$ cat src/rtl/frame_max_tracker.sv
// Per-frame maximum and its index over a valid/ready sample stream (frames of FRAME_LEN or cut short by in_last).
// Latency: result registers on the final accept edge, so out_valid is high 1 clk after that accept.
// Backpressure: in_ready drops while a result waits; the next accept is one cycle after the handshake. FRAME_MAX_MIN_EN adds the minimum.
module frame_max_tracker #(
    parameter int DATA_W    = 8,
    parameter int FRAME_LEN = 16,
    parameter int IDX_W     = 4
) (
    input  logic              clk,
    input  logic              rst_n,
    input  logic              in_valid,
    input  logic [DATA_W-1:0] in_data,
    input  logic              in_last,
    output logic              in_ready,
    output logic              out_valid,
    output logic [DATA_W-1:0] out_max,
    output logic [IDX_W-1:0]  out_idx,
    output logic [IDX_W:0]    out_len,
`ifdef FRAME_MAX_MIN_EN
    output logic [DATA_W-1:0] out_min,
    output logic [IDX_W-1:0]  out_min_idx,
`endif
    input  logic              out_ready
);

    typedef enum logic [1:0] {IDLE, ACCUM, HOLD} state_t;

    localparam logic [IDX_W-1:0] LAST_CNT = IDX_W'(FRAME_LEN - 1);

    state_t            state;
    logic [IDX_W-1:0]  cnt;
    logic [DATA_W-1:0] run_max;
    logic [IDX_W-1:0]  run_idx;

    logic              accept;
    logic              first;
    logic              eof;
    logic [DATA_W-1:0] cand_max;
    logic [IDX_W-1:0]  cand_idx;

    assign in_ready = (state != HOLD);
    assign accept   = in_valid & in_ready;
    assign first    = (state == IDLE);
    assign eof      = in_last | (cnt == LAST_CNT);

    // Strict compare keeps the earliest index on ties; the final sample is included.
    assign cand_max = (first || in_data > run_max) ? in_data : run_max;
    assign cand_idx = (first || in_data > run_max) ? cnt     : run_idx;

`ifdef FRAME_MAX_MIN_EN
    logic [DATA_W-1:0] run_min;
    logic [IDX_W-1:0]  run_min_idx;
    logic [DATA_W-1:0] cand_min;
    logic [IDX_W-1:0]  cand_min_idx;

    assign cand_min     = (first || in_data < run_min) ? in_data : run_min;
    assign cand_min_idx = (first || in_data < run_min) ? cnt     : run_min_idx;

    always_ff @(posedge clk or negedge rst_n) begin
        if (!rst_n) begin
            run_min     <= '0;
            run_min_idx <= '0;
            out_min     <= '0;
            out_min_idx <= '0;
        end else if (accept) begin
            run_min     <= cand_min;
            run_min_idx <= cand_min_idx;
            if (eof) begin
                out_min     <= cand_min;
                out_min_idx <= cand_min_idx;
            end
        end
    end
`endif

    always_ff @(posedge clk or negedge rst_n) begin
        if (!rst_n) begin
            state     <= IDLE;
            cnt       <= '0;
            run_max   <= '0;
            run_idx   <= '0;
            out_valid <= 1'b0;
            out_max   <= '0;
            out_idx   <= '0;
            out_len   <= '0;
        end else begin
            case (state)
                IDLE, ACCUM: begin
                    if (accept) begin
                        run_max <= cand_max;
                        run_idx <= cand_idx;
                        if (eof) begin
                            out_max   <= cand_max;
                            out_idx   <= cand_idx;
                            out_len   <= {1'b0, cnt} + (IDX_W+1)'(1);
                            out_valid <= 1'b1;
                            cnt       <= '0;
                            state     <= HOLD;
                        end else begin
                            cnt   <= cnt + IDX_W'(1);
                            state <= ACCUM;
                        end
                    end
                end
                HOLD: begin
                    if (out_ready) begin
                        out_valid <= 1'b0;
                        state     <= IDLE;
                    end
                end
                default: state <= IDLE;
            endcase
        end
    end

endmodule

$ cat config.mk
export PLATFORM = sky130hd
export DESIGN_NAME = frame_max_tracker
export DESIGN_NICKNAME = d
export VERILOG_FILES = /design/src/rtl/frame_max_tracker.sv
export SDC_FILE = /design/constraint.sdc
export NUM_CORES = 1
export LEC_CHECK = 0
export CAP_MARGIN = 40
export CORE_ASPECT_RATIO = 1.75
export CORE_UTILIZATION = 54
export CTS_BUF_LIST = sky130_fd_sc_hd__clkbuf_8
export DETAILED_ROUTE_END_ITERATION = 7
export PLACE_DENSITY = 0.93
export SLEW_MARGIN = 5
export SYNTH_ARGS = -nofsm -noshare
export SYNTH_HDL_FRONTEND = slang
export SYNTH_SLANG_ARGS = --single-unit
export TNS_END_PERCENT = 30
$ cat constraint.sdc
create_clock -name clk -period 2.34 [get_ports clk]
set_input_delay 0.468 -clock clk [delete_from_list [all_inputs] [get_ports clk]]
set_output_delay 0.468 -clock clk [all_outputs]
set_load 0.005 [all_outputs]
; ---- Word level (Yosys, flattened, before mapping)
; Cells that the tools add are included.
[word_totals]
regBits = 36
inputBits = 13
output_inout_bits = 19
wordCells = 39
[op_classes]
add_sub_neg = 2
magnitude_cmp = 1
eq_ne = 7
n_mux = 11
n_bitwise = 2
n_reduce_logical = 8
[ops]
columns = cell, n
row1 = greater-than comparator 8 bit, 1
row2 = two-way mux 4 bit, 2
row3 = two-way mux 8 bit, 1
row4 = != test 2 bit (second input constant), 4
row5 = two-way mux 2 bit, 3
row6 = adder 4 x 1 -> 5 bit (second input constant), 1
row7 = adder 4 x 1 -> 4 bit (second input constant), 1
row8 = == test 4 bit (second input constant), 1
row9 = one-hot mux 2 bit (2 select lines), 1
row10 = AND reduction 2 bit, 2
row11 = AND reduction 4 bit, 1
row12 = two-way mux 1 bit, 3
row13 = AND reduction 3 bit, 1
row14 = == test 2 x 1 -> 1 bit (second input constant), 1
row15 = == test 2 bit (second input constant), 1
row16 = logical NOT 2 bit, 1
row17 = one-hot mux 1 bit (2 select lines), 1
row18 = nonzero test 2 bit, 1
row19 = OR reduction 2 bit, 1
row20 = AND 1 bit, 1
row21 = logical OR 1 bit, 1
row22 = OR 1 bit, 1

; ---- Logic depth before layout (Yosys ltp)
[logic_depth]
depth_word = 5
mapped_depth = 9
mapped_depth_nobuf = 8

; ---- Least setup slack after synthesis
; OpenSTA, ideal clock, no wires.
[synth_path]
path_kind = input -> register
start = input port in_data[3]
end = register run_idx[0]
setup_ps = 125
arrival_time_ps = 1907
t_required_ps = 2215
setup_slack_ps = 308
path_stages = 8
n_path_buf = 1
path_cell_list = ha_1 nand2_1 o21bai_1 a21o_1 a31oi_4 nand2_2 buf_6 mux2_4
[synth_between]
elab_chain_cells = 3
[synth_lines]
columns = item, line_no
row1 = start: declaration, 12  ; input logic [DATA_W-1:0] in_data,
row2 = greater-than comparator 8 bit, 48  ; assign cand_idx = (first || in_data > run_max) ? cnt : run_idx;
row3 = logical OR 1 bit, 48
row4 = two-way mux 4 bit, 48
row5 = end signal: assignment, 91  ; run_idx <= cand_idx;
row6 = end: declaration, 33  ; logic [IDX_W-1:0] run_idx;
; No other way between the ends.
; A chain may end at the register's enable or synchronous reset.

; ---- Worst setup path in the final report
[layout_path]
start = input port in_data[5]
end = register run_max[5]
[layout_between]
elab_chain_cells = 3
[layout_lines]
columns = item, line_no
row1 = greater-than comparator 8 bit, 47  ; assign cand_max = (first || in_data > run_max) ? in_data : run_max;
row2 = logical OR 1 bit, 47
row3 = two-way mux 8 bit *, 47
row4 = end signal: assignment, 90  ; run_max <= cand_max;
row5 = end: declaration, 32  ; logic [DATA_W-1:0] run_max;
; Every way passes the cells marked *; elsewhere a longest branch is shown, timed or not.

==> reports/qor.csv <==
metric,value,unit
"Avg Cell Area, Syn",10.9,um2
Slew Limit Fails,0,
routed len/inst,14.3,um
LEAKAGE,1.14,nW
drc violations,0,
DPL Wire Length,2670,um
number of global-route vias before repair,1323,
Hold WC Path Type,reg2reg,
Max clock buf depth,2,
top-area cell type share of the netlist area,0.506,
clk_skew,6.17,ps
vias,1359,
startpoint of the lowest-slack hold path,out_len[4],
Synth area leader,dfrtp_1,
VDD IR max,0.715,mV
WP data required,2520,ps
Tot GR Track Use,0.237,
Final Cycle Share,0.976,
Tightest Pin Transition,476,ps
power per standard cell area,993,mW/mm2
initial antenna violation count,0,
Syn Inst Count,163,
Max-Cap Viols,0,
fillcell total,209,
Die X-Extent,45.4,um
diode count,0,
post-layout util,0.736,
# Post-CTS Setup Buffers,0,
IO buf count,31,
FMAX,0.438,GHz
pre-CTS setup slack,-259,ps
hold path cells,2,
"FF+latch count, synth",36,
# IOs,32,
clk slew on worst S/H paths,70,ps
area delta synth->final,29.9,%
reg2reg start,run_max[5],
total grt overflow,0,
Nets,228,
worst hold slack,480,ps
remaining antenna violation count,0,
Setup CP Type,in2reg,
Routed WL,3580,um
setup tns final,0,ps
DR pass1 iterations,4,
worst-case reg-to-reg path depth,9,
Sink Count,36,
first-pass GRT wire length,6100,um
Die H,78.0,um
design area,0.00231,mm2
Final Critical Period,2280,ps
Core ar.,0.00314,mm2
worst r2r dst,run_max[5],
Final Wtd Congestion,0.830,
register area share after synthesis,0.506,
Root Driver,clkbuf_8,
area of the die,0.00354,mm2
share of layout cells above drive strength 1,0.159,
"Hold Vio Cnt, Final",0,
initial drt markers,26,
WHS Endpoint,out_len[4],
initial core utilization,0.567,
largest net degree at the start of global routing,37,
"Arr. time, crit path",2460,ps
CP Capture Type,register,
Sequential Area,901,um2
setup violators final,0,
Worst setup SP type,input pin,
CP Max Fanout,7,
total CTS buffers,5,
status,finished clean,
TritonCTS clock tree,done,
FP Rows,27,
"Net Count, Synth",185,
multi-input gate area in the final layout,807,um2
Synth area leaders,"dfrtp_1, mux2_4, mux2i_1",
YS warnings,0,
Area after DPL,0.00220,mm2
R2R Setup Slk,290,ps
final worst setup slack,57.1,ps
DR vias/cell,5.44,
H-tree levels,2,
hold_buf cts,0,
synthesized cell area,0.00178,mm2
synth unique cells,29,
clk_lat worst skew,290,ps
Slew HR,0.681,
-- power breakdown --
part | switching, W | internal (W)
combinational | 0.000336 | 0.000488
sequential | 0.000140 | 0.000800
clock | 0.000221 | 0.000312
total | 0.000697 | 0.00160
-- cells in the final DEF (no fill, tap or decap) --
| cell | count |
|---|---|
| mux2_2 | 2 |
| a31oi_1 | 1 |
| nor4_1 | 1 |
| nor2b_1 | 3 |
| a32o_1 | 1 |
| bufinv_16 | 1 |
| a21o_1 | 1 |
| xor2_1 | 1 |
| nand3_1 | 3 |
| o21ai_1 | 1 |
| o31ai_1 | 1 |
| ha_1 | 9 |
| nor2_1 | 17 |
| a31oi_4 | 1 |
| clkdlybuf4s50_1 | 30 |
| clkbuf_8 | 5 |
| o21ai_0 | 8 |
| nand4_1 | 1 |
| inv_1 | 10 |
| xnor2_1 | 1 |
| mux2i_1 | 13 |
| buf_4 | 11 |
| dfrtp_1 | 36 |
| dlymetal6s2s_1 | 1 |
| nand2_2 | 1 |
| mux2_4 | 10 |
| a21oi_1 | 14 |
| nand2b_1 | 3 |
| o21bai_1 | 1 |
| clkinv_2 | 1 |
| buf_8 | 1 |
| nand2_1 | 17 |
-- metal layers --
layer / part of all wire / track usage / vias up
li1: - / - / 640
met4: 0.032 / 0.145 / 0
met5: 0 / 0 / -
met3: 0.037 / 0.0512 / 12
met1: 0.41 / 0.297 / 667
met2: 0.52 / 0.359 / 40
-- cells by family after synthesis --
kind of cell | synth area share
AND/OR/NAND/NOR | 0.112
AO/OA/AOI/OAI | 0.0984
multiplexers | 0.170
buffers and inverters | 0.0408
flip-flops | 0.506
XOR/XNOR | 0.00984
adder cells (fa/ha/maj) | 0.0632
-- cell usage after synthesis, drive strengths merged --
cell type	count
a21o	1
inv	9
mux2	12
nor4	1
xor2	1
mux2i	13
nand2b	3
nand3	3
nor2	17
ha	9
a31oi	2
o21bai	1
o21ai	9
nor2b	3
a32o	1
nand2	18
dfrtp	36
nand4	1
clkbuf	4
buf	3
a21oi	14
xnor2	1
o31ai	1
-- worst max path at each step --
stage,start,to,slack [ps]
after CTS,in_data[0],out_max[0],40
after global placement,in_data[5],run_idx[1],-180
final,in_data[5],run_max[5],60
after floorplan,in_data[3],run_idx[0],310
after global routing,in_data[3],out_max[2],-60
after detailed placement,in_data[0],out_max[0],-260
-- through the flow --
| stage | std cells | total power, W |
|---|---|---|
| final | 250 | 0.00230 |
| after floorplan | 163 | 0.00141 |
| after global routing | 250 | 0.00244 |
| after detailed placement | 242 | 0.00177 |
| after global placement | 242 | 0.00171 |
| after CTS | 250 | 0.00230 |
-- area by class of cell --
type / count / share of cell area
Sequential cell: 36 / 0.389
Multi-Input combinational cell: 111 / 0.349
Timing Repair Buffer: 43 / 0.177
Clock buffer: 5 / 0.0297
Tap cell: 43 / 0.0233
Clock inverter: 3 / 0.0168
Inverter: 9 / 0.0146
-- critical path, cell delays in order --
cell	delay, ps
clkdlybuf4s50_1	470
ha_1	340
a21oi_1	130
nor2b_1	60
o21ai_1	230
a31oi_4	140
nand2_2	100
buf_4	190
mux2_4	320
-- flip-flops by register name (all words and copies together), names as in the netlist --
name,flops
out_max,8
run_max,8
out_len,5
cnt,4
out_idx,4
run_idx,4
state,2
out_valid,1
-- repair_timing --
| item | in CTS | in global routing |
|---|---|---|
| setup endpoints to repair | 0 | 7 |
| gates resized for setup | 0 | 3 |
| hold endpoints to repair | 0 | 0 |
Power figures use the tool's default switching activity.
